`config.mk`:
```
export PLATFORM = sky130hd
export DESIGN_NAME = echo_ranger_flat
export DESIGN_NICKNAME = d
export VERILOG_FILES = /design/src/rtl/echo_ranger_if.sv /design/src/rtl/echo_ranger.sv /design/src/flat_wrapper.sv
export SDC_FILE = /design/constraint.sdc
export NUM_CORES = 1
export LEC_CHECK = 0
export BUFFER_PORTS_ARGS = -buffer_cell sky130_fd_sc_hd__buf_2
export CAP_MARGIN = 20
export CORE_MARGIN = 5
export CORE_UTILIZATION = 50
export DETAILED_ROUTE_END_ITERATION = 16
export PLACE_DENSITY_LB_ADDON = 0.05
export SLEW_MARGIN = 5
export SYNTH_ARGS = -nofsm -noshare
export SYNTH_HDL_FRONTEND = slang
export SYNTH_SLANG_ARGS = --single-unit
```
`constraint.sdc`:
```
create_clock -name clk -period 2.2 [get_ports clk]
set_input_delay 0.44 -clock clk [delete_from_list [all_inputs] [get_ports clk]]
set_output_delay 0.44 -clock clk [all_outputs]
set_load 0.05 [all_outputs]
```
`src/rtl/echo_ranger_if.sv`:
```
// Sensor/display-side signals of the ultrasonic ranger: echo in, trigger out,
// distance result to the seven-segment driver.
interface echo_ranger_if;
    logic        echo;
    logic        trig;
    logic [13:0] dis_data;
    logic        data_valid;
    logic        err;

    modport master (
        input  echo,
        output trig,
        output dis_data,
        output data_valid,
        output err
    );

    modport slave (
        output echo,
        input  trig,
        input  dis_data,
        input  data_valid,
        input  err
    );
endinterface

```
`src/rtl/echo_ranger.sv`:
```
// Ultrasonic ranger: periodic trigger, echo pulse timing, and divider-free
// conversion of echo width to millimetres (one mm per CYC_PER_MM cycles).
module echo_ranger #(
    parameter int TRIG_CYC     = 1000,
    parameter int PERIOD_CYC   = 6_000_000,
    parameter int WAIT_CYC     = 200_000,
    parameter int ECHO_MAX_CYC = 3_800_000,
    parameter int CYC_PER_MM   = 583,
    parameter int MAX_MM       = 9999
) (
    input  logic         clk,
    input  logic         rst_n,
    echo_ranger_if.master rng
);
    localparam int PCW = $clog2(PERIOD_CYC);
    localparam int WCW = $clog2(WAIT_CYC + 1);
    localparam int HCW = $clog2(ECHO_MAX_CYC + 1);
    localparam int SCW = $clog2(CYC_PER_MM + 1);

    localparam logic [PCW-1:0] P_LAST = PCW'(PERIOD_CYC - 1);
    localparam logic [PCW-1:0] T_LAST = PCW'(TRIG_CYC - 1);
    localparam logic [WCW-1:0] W_LAST = WCW'(WAIT_CYC - 1);
    localparam logic [HCW-1:0] E_LAST = HCW'(ECHO_MAX_CYC - 1);
    localparam logic [SCW-1:0] C_LAST = SCW'(CYC_PER_MM - 1);
    localparam logic [13:0]    MAX_V  = 14'(MAX_MM);

    localparam logic [2:0] IDLE      = 3'd0;
    localparam logic [2:0] TRIG      = 3'd1;
    localparam logic [2:0] WAIT_ECHO = 3'd2;
    localparam logic [2:0] MEASURE   = 3'd3;
    localparam logic [2:0] DONE      = 3'd4;
    localparam logic [2:0] HOLDOFF   = 3'd5;

    logic [2:0]     state;
    logic [2:0]     sync;
    logic [PCW-1:0] pcnt;
    logic [WCW-1:0] wcnt;
    logic [HCW-1:0] hcnt;
    logic [SCW-1:0] sub;
    logic [13:0]    mm_cnt;
    logic           trig_q, dv_q, err_q;
    logic [13:0]    dis_q;
    logic           echo_rise, echo_fall, wrap;

    // sync[1] is the synchronized echo; sync[2] lags it by one so both edges
    // appear with equal latency and sync[2] is high for exactly the echo width.
    assign echo_rise = sync[1] & ~sync[2];
    assign echo_fall = ~sync[1] & sync[2];
    assign wrap      = (pcnt == P_LAST);

    always_ff @(posedge clk) begin
        if (!rst_n) begin
            state  <= IDLE;
            sync   <= '0;
            pcnt   <= '0;
            wcnt   <= '0;
            hcnt   <= '0;
            sub    <= '0;
            mm_cnt <= '0;
            trig_q <= 1'b0;
            dv_q   <= 1'b0;
            err_q  <= 1'b0;
            dis_q  <= '0;
        end else begin
            sync <= {sync[1:0], rng.echo};
            dv_q <= 1'b0;
            pcnt <= wrap ? '0 : pcnt + 1'b1;
            if (state == IDLE || wrap) begin
                state  <= TRIG;
                trig_q <= 1'b1;
                pcnt   <= '0;
            end else begin
                case (state)
                    TRIG: if (pcnt == T_LAST) begin
                        trig_q <= 1'b0;
                        wcnt   <= '0;
                        state  <= WAIT_ECHO;
                    end
                    WAIT_ECHO: if (echo_rise) begin
                        sub    <= '0;
                        mm_cnt <= '0;
                        hcnt   <= '0;
                        state  <= MEASURE;
                    end else if (wcnt == W_LAST) begin
                        err_q <= 1'b1;
                        state <= HOLDOFF;
                    end else begin
                        wcnt <= wcnt + 1'b1;
                    end
                    MEASURE: if (sync[2]) begin
                        hcnt <= hcnt + 1'b1;
                        if (hcnt == E_LAST) begin
                            dis_q <= MAX_V;
                            dv_q  <= 1'b1;
                            err_q <= 1'b1;
                            state <= HOLDOFF;
                        end else begin
                            if (sub == C_LAST) begin
                                sub <= '0;
                                if (mm_cnt != MAX_V) mm_cnt <= mm_cnt + 14'd1;
                            end else begin
                                sub <= sub + 1'b1;
                            end
                            if (echo_fall) state <= DONE;
                        end
                    end
                    DONE: begin
                        dis_q <= mm_cnt;
                        dv_q  <= 1'b1;
                        err_q <= 1'b0;
                        state <= HOLDOFF;
                    end
                    default: ;
                endcase
            end
        end
    end

    assign rng.trig       = trig_q;
    assign rng.dis_data   = dis_q;
    assign rng.data_valid = dv_q;
    assign rng.err        = err_q;
endmodule

```
`src/flat_wrapper.sv`:
```
// flat-port wrapper written by rule: the top's interface ports become plain ports
module echo_ranger_flat 
#(
    parameter int TRIG_CYC     = 1000,
    parameter int PERIOD_CYC   = 6_000_000,
    parameter int WAIT_CYC     = 200_000,
    parameter int ECHO_MAX_CYC = 3_800_000,
    parameter int CYC_PER_MM   = 583,
    parameter int MAX_MM       = 9999
)
  (clk, rst_n, rng_echo, rng_trig, rng_dis_data, rng_data_valid, rng_err);
  echo_ranger_if rng_i ();
  input  logic clk;
  input  logic rst_n;
  input wire logic [$bits(rng_i.echo)-1:0] rng_echo;
  output wire logic [$bits(rng_i.trig)-1:0] rng_trig;
  output wire logic [$bits(rng_i.dis_data)-1:0] rng_dis_data;
  output wire logic [$bits(rng_i.data_valid)-1:0] rng_data_valid;
  output wire logic [$bits(rng_i.err)-1:0] rng_err;
  assign rng_i.echo = rng_echo;
  assign rng_trig = rng_i.trig;
  assign rng_dis_data = rng_i.dis_data;
  assign rng_data_valid = rng_i.data_valid;
  assign rng_err = rng_i.err;
  echo_ranger #(.TRIG_CYC(TRIG_CYC), .PERIOD_CYC(PERIOD_CYC), .WAIT_CYC(WAIT_CYC), .ECHO_MAX_CYC(ECHO_MAX_CYC), .CYC_PER_MM(CYC_PER_MM), .MAX_MM(MAX_MM)) u_core (.clk(clk), .rst_n(rst_n), .rng(rng_i));
endmodule
```
**Yosys cells after proc, flatten, opt, wreduce, memory -nomap -nowiden**

Cells that the tools add are included.

- Add/subtract/negate cells: 5
- Equality and inequality tests: 26
- Multiplexer cells: 40
- Bitwise gates (word level): 6
- Reduce and logical (&&, ||, !) cells: 21

Operator list:

| cell | count |
|---|---|
| two-way mux 14 bit | 7 |
| one-hot mux 14 bit (2 select lines) | 2 |
| two-way mux 18 bit | 3 |
| two-way mux 22 bit | 2 |
| one-hot mux 22 bit (2 select lines) | 1 |
| two-way mux 10 bit | 4 |
| one-hot mux 18 bit (2 select lines) | 1 |
| adder 23 x 1 -> 23 bit, second input constant | 1 |
| == test 23 x 10 -> 1 bit, second input constant | 1 |
| == test 23 bit, second input constant | 1 |
| adder 22 x 1 -> 22 bit, second input constant | 1 |
| == test 22 bit, second input constant | 1 |
| one-hot mux 10 bit (2 select lines) | 1 |
| AND reduction 5 bit | 4 |
| adder 18 x 1 -> 18 bit, second input constant | 1 |
| == test 18 bit, second input constant | 1 |
| two-way mux 3 bit | 6 |
| adder 14 x 1 -> 14 bit, second input constant | 1 |
| inequality test 14 bit, second input constant | 1 |
| inequality test 2 x 1 -> 1 bit, second input constant | 7 |
| inequality test 3 x 1 -> 1 bit, second input constant | 4 |
| one-hot mux 3 bit (4 select lines) | 1 |
| adder 10 x 1 -> 10 bit, second input constant | 1 |
| == test 10 bit, second input constant | 1 |
| other kinds (22) | 44 |

- Register bits after elaboration: 110
- Bits of input ports: 3
- Output and inout port bits: 17
- Word-level logic and storage cells: 110

**Depth between registers and ports, before layout**

- Depth in word-level cells: 7
- Depth in mapped cells: 9

**Worst setup path after synthesis**

Ideal clock, no wire load.

- Kind: reg2reg
- Start: reg u_core.pcnt[12]
- End: reg u_core.mm_cnt[9]
- Library setup time: 121 ps
- Arrival time: 2,156 ps
- Data required time: 2,079 ps
- Slack: -77 ps
- Cell stages (with the launch flop): 7
- Period minus slack after synthesis: 2,277 ps
- Cell sequence: dfxtp_1 -> or4_4 -> or4_4 -> o21ai_4 -> a21oi_2 -> nand4_1 -> mux2_2

- Word-level cells in the longest chain between the ends: 4

Ends and longest elaborated chain:

| element | RTL line | text |
|---|---|---|
| start, declared | echo_ranger.sv:36 | `logic [PCW-1:0] pcnt;` |
| start signal, assigned | echo_ranger.sv:67 | `pcnt <= wrap ? '0 : pcnt + 1'b1;` |
| == test 23 bit | echo_ranger.sv:49 | `assign wrap = (pcnt == P_LAST);` |
| logical OR 1 bit | echo_ranger.sv:68 | `if (state == IDLE \|\| wrap) begin` |
| inverter 1 bit (no line) | - |  |
| AND reduction 7 bit (no line) | - |  |
| end signal, assigned | echo_ranger.sv:100 | `if (mm_cnt != MAX_V) mm_cnt <= mm_cnt + 14'd1;` |
| end, declared | echo_ranger.sv:40 | `logic [13:0] mm_cnt;` |

Every way passes these cells.
A chain may end at the register's enable or synchronous reset.

**Worst setup path in the final report**

- Start: reg u_core.pcnt[18]
- End: reg u_core.mm_cnt[10]

Same word-level chain as after synthesis.

==> results.json <==
{
  "async_reset_ff_share_pct": 0,
  "tns_ns": -1.94,
  "arrival_ns": 2.58,
  "cpPeakStageDelay_ns": 0.56,
  "use_met1_pct": 26.4,
  "reg2reg_to": "u_core.mm_cnt[10]$_SDFFE_PN0P_",
  "grtUsageMet2_pct": 38.6,
  "cts_buffer_depth": 2,
  "skew_ns": 0.0105,
  "setup_slack_ns": -0.0932,
  "clkTransAtPathRegs_ns": 0.10,
  "fp.coreArea_um2": 10700,
  "grt_max_degree": 24,
  "top_usage_layer": "met2",
  "drive_gt1_share_pct": 27.1,
  "crit_path_start_kind": "register",
  "nNetsFinal": 732,
  "worstHoldStart": "rng_echo",
  "register_area_um2": 2210,
  "track_usage_pct": 21.9,
  "run_status": "finished, violations left",
  "place_hpwl_um": 9610,
  "p_leak_nw": 2.35,
  "finalWirelength_um": 13600,
  "ys_ff_latch": 110,
  "vias": 4995,
  "ant_nets": 0,
  "fp.dieH_um": 114,
  "ioPinCount": 20,
  "area_growth_pct": 24.6,
  "diodes": 0,
  "cts_htree_levels": 3,
  "power.ir.vdd_worst_mv": 0.455,
  "grt_setup_unrepaired": "yes",
  "cts_root_buffer": "clkbuf_8",
  "cts-buffers-inserted": 9,
  "synth_fp_nets": 635,
  "finalSetupViolCount": 47,
  "synth_top_area_share_pct": 40.8,
  "synth.area.top_cells": "dfxtp_1 (41%), nor2_1 (6.5%), xnor2_1 (4.7%), xor2_1 (4.1%), nand3_1 (3.5%)",
  "cp-end-kind": "register",
  "power_density_nw_per_um2": 632,
  "fp-row-count": 38,
  "port_buffers": 19,
  "period_needed_ns": 2.29,
  "period_share_pct": 104,
  "syn_area_um2": 5390,
  "fin_area_um2": 6720,
  "gp_congestion": 0.837,
  "finalHoldViolCount": 0,
  "ys_seq_area_share_pct": 40.8,
  "start_util_pct": 50.4,
  "synthTopCellsByCount": "dfxtp_1 (110), nor2_1 (93), nand2_1 (39), nand3_1 (38), xnor2_1 (29)",
  "clock_latency_ns": 0.39,
  "grt_pass1_wl_um": 23200,
  "path_class": "reg2reg",
  "via_per_inst": 5.77,
  "cts_tree": "done",
  "drtPass1Iterations": 5,
  "hold-path-cell-count": 2,
  "slowest_stage": "or4_4",
  "tightest_slew_ns": 0.499,
  "reg2reg_from": "u_core.pcnt[18]$_SDFF_PP0_",
  "synth_most_common_cell": "dfxtp_1",
  "drt-initial-drc-count": 291,
  "path_cells": "or4_4, or4_4, o21ai_4, a211o_4, nor2_1, o221a_1",
  "synth.distinct_cells": 70,
  "ff2ff_setup_slack_ns": -0.09,
  "synthCells": 625,
  "final_max_slew_viol_count": 0,
  "ff2ff_path_depth": 6,
  "hp-class": "in2reg",
  "yosys.area.top_type": "dfxtp_1",
  "max-cap-violations": 0,
  "die_width_um": 114,
  "avgSynthCellArea_um2": 8.63,
  "fillers": 964,
  "yosysWarningCount": 0,
  "grtUsageMet3_pct": 5.25,
  "synthFlopType": "dfxtp_1",
  "cts_hold_buffers": 0,
  "min_to": "u_core.sync[0]$_SDFF_PN0_",
  "timing.fmax_mhz": 436,
  "placed_area_um2": 6180,
  "relSlewSlack_pct": 66.6,
  "dieArea_um2": 13000,
  "clock_sinks": 110,
  "grt_pass1_vias": 4952,
  "multiInputGateArea_um2": 3270,
  "wire_per_inst_um": 15.7,
  "antenna_found_initial": 0,
  "crit_fanout": 8,
  "synth_edf_count": 0,
  "crit_top_cell": "or4_4",
  "drc": 0,
  "cp_data_required_time_ns": 2.48,
  "violations": "setup timing",
  "grt_overflow": 0
}
-- report_power, final --
group	leakage [nW]	switching [mW]	internal (mW)	total, mW
combinational	1.38	0.579	0.389	0.968
sequential	0.890	0.0267	2.03	2.06
clock	0.0887	0.666	0.553	1.22
total	2.35	1.27	2.97	4.25
-- area by class of cell --
cell class | count | area share (%)
clock inverters | 3 | 0.670
clock buffers | 12 | 2.16
well taps | 140 | 2.61
repair buffers | 109 | 12.3
inverters | 14 | 0.782
flip-flops and latches | 110 | 32.9
multi-input cells | 478 | 48.6
-- logic make-up after synthesis --
family | Yosys count | share of synthesized area (%)
DFF | 110 | 40.8
and+or+nand+nor | 307 | 30.2
muxes | 2 | 0.394
buffers and inverters | 38 | 3.50
xor gates and xnor gates | 54 | 8.77
adders and majority gates | 7 | 1.62
AOI/OAI and AO/OA | 107 | 14.7
-- metal layers --
layer  vias up  share of wire [%]  routed length [um]
met1      2409                 44                6000
met4         0                1.8                 246
met5         -                  0                   0
met3        24                3.7                 504
met2       106                 50                6830
li1       2456                  -                   -
-- sequential cells by signal, indices dropped and copies added (netlist names) --
register,cells
u_core.rng.err,1
u_core.hcnt,22
u_core.sub,10
u_core.rng.data_valid,1
u_core.state,3
u_core.wcnt,18
u_core.sync,3
u_core.rng.dis_data,14
u_core.rng.trig,1
u_core.mm_cnt,14
u_core.pcnt,23
-- cells in the final DEF, fill, tap and decap left out, types with 10 or more instances in the layout --
master / count
a21oi_1: 16
and3_1: 12
buf_2: 19
buf_4: 80
clkbuf_8: 10
dfxtp_1: 105
inv_1: 14
nand2_1: 39
nand3_1: 38
nand4_1: 27
nor2_1: 76
nor2_2: 11
nor3_1: 17
nor4_1: 14
o21ai_0: 17
xnor2_1: 29
xor2_1: 23
-- worst max-delay path: cells and delay by family, from the launching register on --
family / cells / cell delay (ns)
and+or+nand+nor: 3 / 1.18
AOI/OAI and AO/OA: 3 / 0.68
DFF: 1 / 0.33
-- worst max path at each step --
stage / startpoint / end / slack (ns) / depth (start not counted)
after floorplan: u_core.pcnt[12]$_SDFF_PP0_ / u_core.mm_cnt[9]$_SDFFE_PN0P_ / -0.05 / 6
after global placement: u_core.pcnt[12]$_SDFF_PP0_ / u_core.mm_cnt[5]$_SDFFE_PN0P_ / -0.16 / 7
after detailed placement: u_core.pcnt[12]$_SDFF_PP0_ / u_core.wcnt[5]$_SDFFE_PN0P_ / -0.19 / 7
after CTS: u_core.pcnt[18]$_SDFF_PP0_ / u_core.mm_cnt[9]$_SDFFE_PN0P_ / -0.13 / 6
after global routing: u_core.pcnt[18]$_SDFF_PP0_ / u_core.sub[0]$_SDFFE_PN0P_ / -0.21 / 7
final: u_core.pcnt[18]$_SDFF_PP0_ / u_core.mm_cnt[10]$_SDFFE_PN0P_ / -0.09 / 6
-- timing repair --
item | 4_1_cts | 5_1_grt
endpoints found under the setup margin | 74 | 105
hold endpoints to repair | 0 | 0
setup buffers | 9 | 2
gates resized for setup | 35 | 38
pin swaps | 34 | 12
gates cloned | 3 | 0
-- through the flow --
step                util [%]  hold WS, ns  setup slack (ns)  power [mW]  std cells
floorplan                  -        0.412           -0.0455        2.63        625
global placement        57.8        0.432            -0.162        2.90        840
detailed placement      57.8        0.440            -0.190        2.92        840
CTS                     61.6        0.239            -0.127        4.27        866
global route            62.8        0.236            -0.206        4.48        866
finish                  62.8        0.264           -0.0932        4.25        866
No activity file was read; power rests on OpenSTA's default activity.
